[config.mk]
export PLATFORM = sky130hd
export DESIGN_NAME = neurons_weight_loader
export DESIGN_NICKNAME = d
export VERILOG_FILES = /design/src/rtl/neurons_weight_loader.sv
export SDC_FILE = /design/constraint.sdc
export NUM_CORES = 1
export LEC_CHECK = 0
export BUFFER_PORTS_ARGS = -buffer_cell sky130_fd_sc_hd__buf_4
export CAP_MARGIN = 20
export CORE_MARGIN = 4
export CORE_UTILIZATION = 40
export DETAILED_ROUTE_END_ITERATION = 10
export PLACE_DENSITY = 0.66
export SLEW_MARGIN = 20
export SYNTH_ARGS = -nofsm -noshare
export SYNTH_HDL_FRONTEND = slang
export SYNTH_SLANG_ARGS = --single-unit
[constraint.sdc]
create_clock -name clk -period 4.6 [get_ports clk]
set_clock_uncertainty 0.15 [all_clocks]
set_input_delay 0.23 -clock clk [delete_from_list [all_inputs] [get_ports clk]]
set_output_delay 0.23 -clock clk [all_outputs]
set_load 0.005 [all_outputs]
[src/rtl/neurons_weight_loader.sv]
// Host-side sequencer for neurons_hidden: unpacks the first NUM_WEIGHTS/4 stream
// words into weight writes, then forwards a latched number of images.
module neurons_weight_loader #(
  parameter int NUM_WEIGHTS = 64,
  parameter int ADDR_W      = 6,
  parameter int WEIGHT_W    = 16,
  parameter int IMG_W       = 64
) (
  input  logic                clk,
  input  logic                rst,
  input  logic                cfg_start,
  input  logic [7:0]          num_images,
  input  logic [IMG_W-1:0]    in_data,
  input  logic                in_valid,
  output logic                in_ready,
  output logic                wen,
  output logic [ADDR_W-1:0]   weight_addr,
  output logic [WEIGHT_W-1:0] weight_in,
  output logic                en,
  output logic [IMG_W-1:0]    image,
  output logic                busy,
  output logic                done
);

  localparam int WIDX_W = ADDR_W - 2;

  typedef enum logic [2:0] {IDLE, WFETCH, WEMIT, GAP, IMG, DONE} state_t;

  state_t              state;
  logic [IMG_W-1:0]    word;
  logic [WIDX_W-1:0]   widx;
  logic [1:0]          lane;
  logic [7:0]          cnt;
  logic [1:0]          lane_nxt;
  logic [WEIGHT_W-1:0] lane_word;

  assign lane_nxt  = lane + 2'd1;
  assign lane_word = word[int'(lane_nxt) * WEIGHT_W +: WEIGHT_W];

  // Outputs are loaded on the transition into the cycle they describe, so every
  // output is a plain register with no decode after the flop.
  always_ff @(posedge clk) begin
    if (!rst) begin
      state       <= IDLE;
      word        <= '0;
      widx        <= '0;
      lane        <= '0;
      cnt         <= '0;
      in_ready    <= 1'b0;
      wen         <= 1'b0;
      weight_addr <= '0;
      weight_in   <= '0;
      en          <= 1'b0;
      image       <= '0;
      busy        <= 1'b0;
      done        <= 1'b0;
    end else begin
      case (state)
        IDLE: begin
          if (cfg_start) begin
            cnt      <= num_images;
            widx     <= '0;
            lane     <= '0;
            in_ready <= 1'b1;
            busy     <= 1'b1;
            state    <= WFETCH;
          end
        end
        WFETCH: begin
          if (in_valid && in_ready) begin
            word        <= in_data;
            lane        <= '0;
            in_ready    <= 1'b0;
            wen         <= 1'b1;
            weight_addr <= {widx, 2'b00};
            weight_in   <= in_data[WEIGHT_W-1:0];
            state       <= WEMIT;
          end
        end
        WEMIT: begin
          if (lane != 2'd3) begin
            lane        <= lane_nxt;
            weight_addr <= {widx, lane_nxt};
            weight_in   <= lane_word;
          end else begin
            wen         <= 1'b0;
            weight_addr <= '0;
            weight_in   <= '0;
            if ({widx, lane} == ADDR_W'(NUM_WEIGHTS - 1)) begin
              state <= GAP;
            end else begin
              widx     <= widx + 1'b1;
              in_ready <= 1'b1;
              state    <= WFETCH;
            end
          end
        end
        GAP: begin
          if (cnt == 8'd0) begin
            done  <= 1'b1;
            state <= DONE;
          end else begin
            in_ready <= 1'b1;
            state    <= IMG;
          end
        end
        IMG: begin
          if (in_valid && in_ready) begin
            image <= in_data;
            en    <= 1'b1;
            cnt   <= cnt - 8'd1;
            if (cnt == 8'd1) begin
              in_ready <= 1'b0;
              done     <= 1'b1;
              state    <= DONE;
            end
          end else begin
            en <= 1'b0;
          end
        end
        DONE: begin
          done  <= 1'b0;
          en    <= 1'b0;
          busy  <= 1'b0;
          state <= IDLE;
        end
        default: state <= IDLE;
      endcase
    end
  end

endmodule
==> summary.md <==
| Metric | Value |
|---|---|
| Status | `completed` |
| Worst slack, placed | `roughly 1900 ps` |
| Post-synth top area share | `around half` |
| Fraction of layout cells with a size suffix above 1 | `22.9%` |
| Post-CTS Setup Bufs | `0` |
| Slew Limit Fails | `0` |
| Worst setup margin | `between 1500 and 2000 ps` |
| Worst Path Required | `4810 ps` |
| Die Area | `a little under 0.02 mm^2` |
| Finished Layout Cells | `1276` |
| Pwr Density | `around 430 mW/mm^2` |
| Area leader, netlist | `dfxtp_1` |
| LEAKAGE | `3.62 nW` |
| Dpl hpwl | `about 14000 um` |
| Layout net count | `1124` |
| Hold Violations, Final | `0` |
| Vias in the first global route | `6320` |
| First-pass GRT wire length | `33000 um` |
| ANT nets after route | `0` |
| Post-synth top cells | `nand2_1, dfxtp_1, a21oi_1` |
| I/O Buffers | `166` |
| Flops & latches, synth | `172` |
| Maxcap violations | `0` |
| Die H | `140 um` |
| Root buffer cell | `clkbuf_16` |
| GPL Wtd Cong | `0.839` |
| Count leader, synth | `nand2_1` |
| DRC viols | `0` |
| Setup TNS Final | `0 ps` |
| Iter 0 DRT Violations | `639` |
| Buf+Inv Stages, Crit Path | `1` |
| CTS tree | `done` |
| Power Total | `4.12 mW` |
| Main synth FF type | `dfxtp_1` |
| VDD IR max | `289 uV` |
| Post-synth EDFFs | `0` |
| Pin count of the biggest net entering global routing | `between 80 and 90` |
| Max incr delay on CP | `630 ps` |
| Hold_ws | `28.7 ps` |
| Crit share post-route | `between 50% and 60%` |
| Worst-path clk slew | `70 ps` |
| Max Clock Freq | `368 MHz` |
| Drt total wl | `20700 um` |
| Clk buf depth | `2` |
| Cell variety after synth | `52` |
| Synth top area cells | `dfxtp_1, nand2_1, a21oi_1, mux4_2, a311oi_1` |
| Syn Inst Count | `843` |
| Die width | `140 um` |
| Warnings from Yosys | `0` |
| Syn nets | `924` |
| RSZ-0062 raised after global routing | `false` |
| Placement row count | `47` |
| Area grow syn2layout | `37.8%` |
| Slowest stage cell, crit path | `or3b_1` |
| Core area | `between 0.015 and 0.02 mm^2` |
| Drt wl/cell | `around 16 um` |
| Antenna violations before repair | `0` |
| Seq/Total Area, Yosys | `49.5%` |
| Top Family by Delay on Critical Path | `simple AND/OR/NAND/NOR gates` |
| GRT Total Usage | `between 20% and 30%` |
| Relative slew slack | `32.9%` |
| Vias per inst | `5.15` |
| Crit Path Category | `flop to flop` |
| Initial Util | `about two fifths` |
| Worst Hold Class | `input pin to flop` |
| Diodes inserted | `0` |
| Sink Count | `172` |
| Crit path cell chain | `or3b_1, nor2_4, buf_4, nand2_1, a21oi_1` |
| Htree depth | `4` |
| Average size of a mapped cell | `8.26 um^2` |
| Via Count | `6571` |
| Worst slew pin tran | `1010 ps` |
| Fraction of registers with async set/reset | `0%` |
| Placed Cells | `1175` |
| DRT Pass-1 Iters | `5` |
| Setup-failing EPs final | `0` |
| Crit. End Element | `flop` |
| Critical Path AT | `approximately 3000 ps` |
| Mapped Area | `0.00696 mm^2` |
| Minimum clock period | `2710 ps` |
| Crit Path Max Fanout | `46` |
| Total gr overflow | `0` |
| Num CTS Buffers | `17` |
| I/O pin total | `167` |
| Clock Latency Late Sink | `430 ps` |
| Setup crit start kind | `flop` |
what timing repair did:
| item | CTS | global route |
|---|---|---|
| setup endpoints to repair | 0 | 0 |
| hold endpoints to repair | 148 | 0 |
| gates resized for setup | 0 | 0 |
| hold buffers | 69 | 0 |
routing by layer:
| layer | global-route usage (%) | up-vias | routed length (um) |
|---|---|---|---|
| li1 | - | 3274 | - |
| met1 | 29.3 | 3040 | 9520 |
| met2 | 32.2 | 232 | 9470 |
| met3 | 5.15 | 25 | 1360 |
| met4 | 5.92 | 0 | 313 |
| met5 | 0 | - | 0 |
cells by family (layout without fill, tap and decap cells):
family                   after synthesis  after routing  share of synthesized area [%]
AND/OR/NAND/NOR                      356            356                           20.8
AO/OA/AOI/OAI                        220            220                           18.3
flip-flops                           172            172                           49.5
buffers and inverters                 71            284                           4.91
multiplexers                          18             18                           5.53
adder cells (fa/ha/maj)                5              5                          0.898
XOR/XNOR                               1              1                          0.126
layout make-up:
cell class / count / area [um^2]
flip-flops and latches: 172 / 3440
inverters: 6 / 25.0
fillers: 1543 / 7230
clock buffers: 19 / 453
multi-input cells: 600 / 3190
well taps: 220 / 275
repair buffers: 246 / 2020
clock inverters: 13 / 190
through the flow:
step / area [um^2] / util [%]
after floorplan: 6960 / -
after global placement: 8260 / 49.1
after detailed placement: 8260 / 49.1
after CTS: 9590 / 57.0
after global routing: 9590 / 57.0
final: 9590 / 57.0
worst paths after layout:
path / endpoint / cells after the start / from / slack, ps
max: image[0]$_SDFFE_PN0P_ / 5 / state[2]$_SDFFE_PN0P_ / 1890
min: cnt[2]$_SDFFE_PN0P_ / 4 / num_images[2] / 30
max reg2reg: image[0]$_SDFFE_PN0P_ / 5 / state[2]$_SDFFE_PN0P_ / 1890
min reg2reg: image[11]$_SDFFE_PN0P_ / 2 / image[11]$_SDFFE_PN0P_ / 300
cell usage in the layout, fill, tap and decap left out, types with 3 or more instances in the layout:
master,synthesis,layout
clkinv_4,0,3
a21oi_1,160,160
a311oi_1,16,16
clkbuf_16,0,17
a21boi_0,3,3
buf_4,10,177
bufinv_16,0,4
clkinvlp_4,0,4
a41oi_1,3,3
dlygate4sd3_1,0,69
a211oi_1,4,4
nor3_1,6,5
mux4_2,16,16
a22oi_1,4,4
ha_1,5,5
inv_1,5,4
nand2b_1,5,5
nand2_1,290,289
nand3_1,5,5
dfxtp_1,172,172
or3b_1,3,3
nor2_1,29,29
nand4_1,3,3
and2_1,3,3
o21ai_0,12,12
flip-flops by register name, summed over array words and instances, names as in the netlist, 2 cells and up:
register     flops
state            3
lane             2
cnt              8
weight_in       16
image           64
word            64
widx             4
weight_addr      6
power by group:
| group | internal (mW) | total, mW | switching [mW] |
|---|---|---|---|
| logic | 0.382 | 0.833 | 0.451 |
| clock network | 0.941 | 1.55 | 0.606 |
| registers | 1.61 | 1.74 | 0.124 |
| total | 2.94 | 4.12 | 1.18 |
tightest hold or removal path, stage by stage:
cell and delay (ps):
buf_4 80, a22o_1 110, nand2_1 50, a21oi_1 100
No activity file was read; power rests on OpenSTA's default activity.
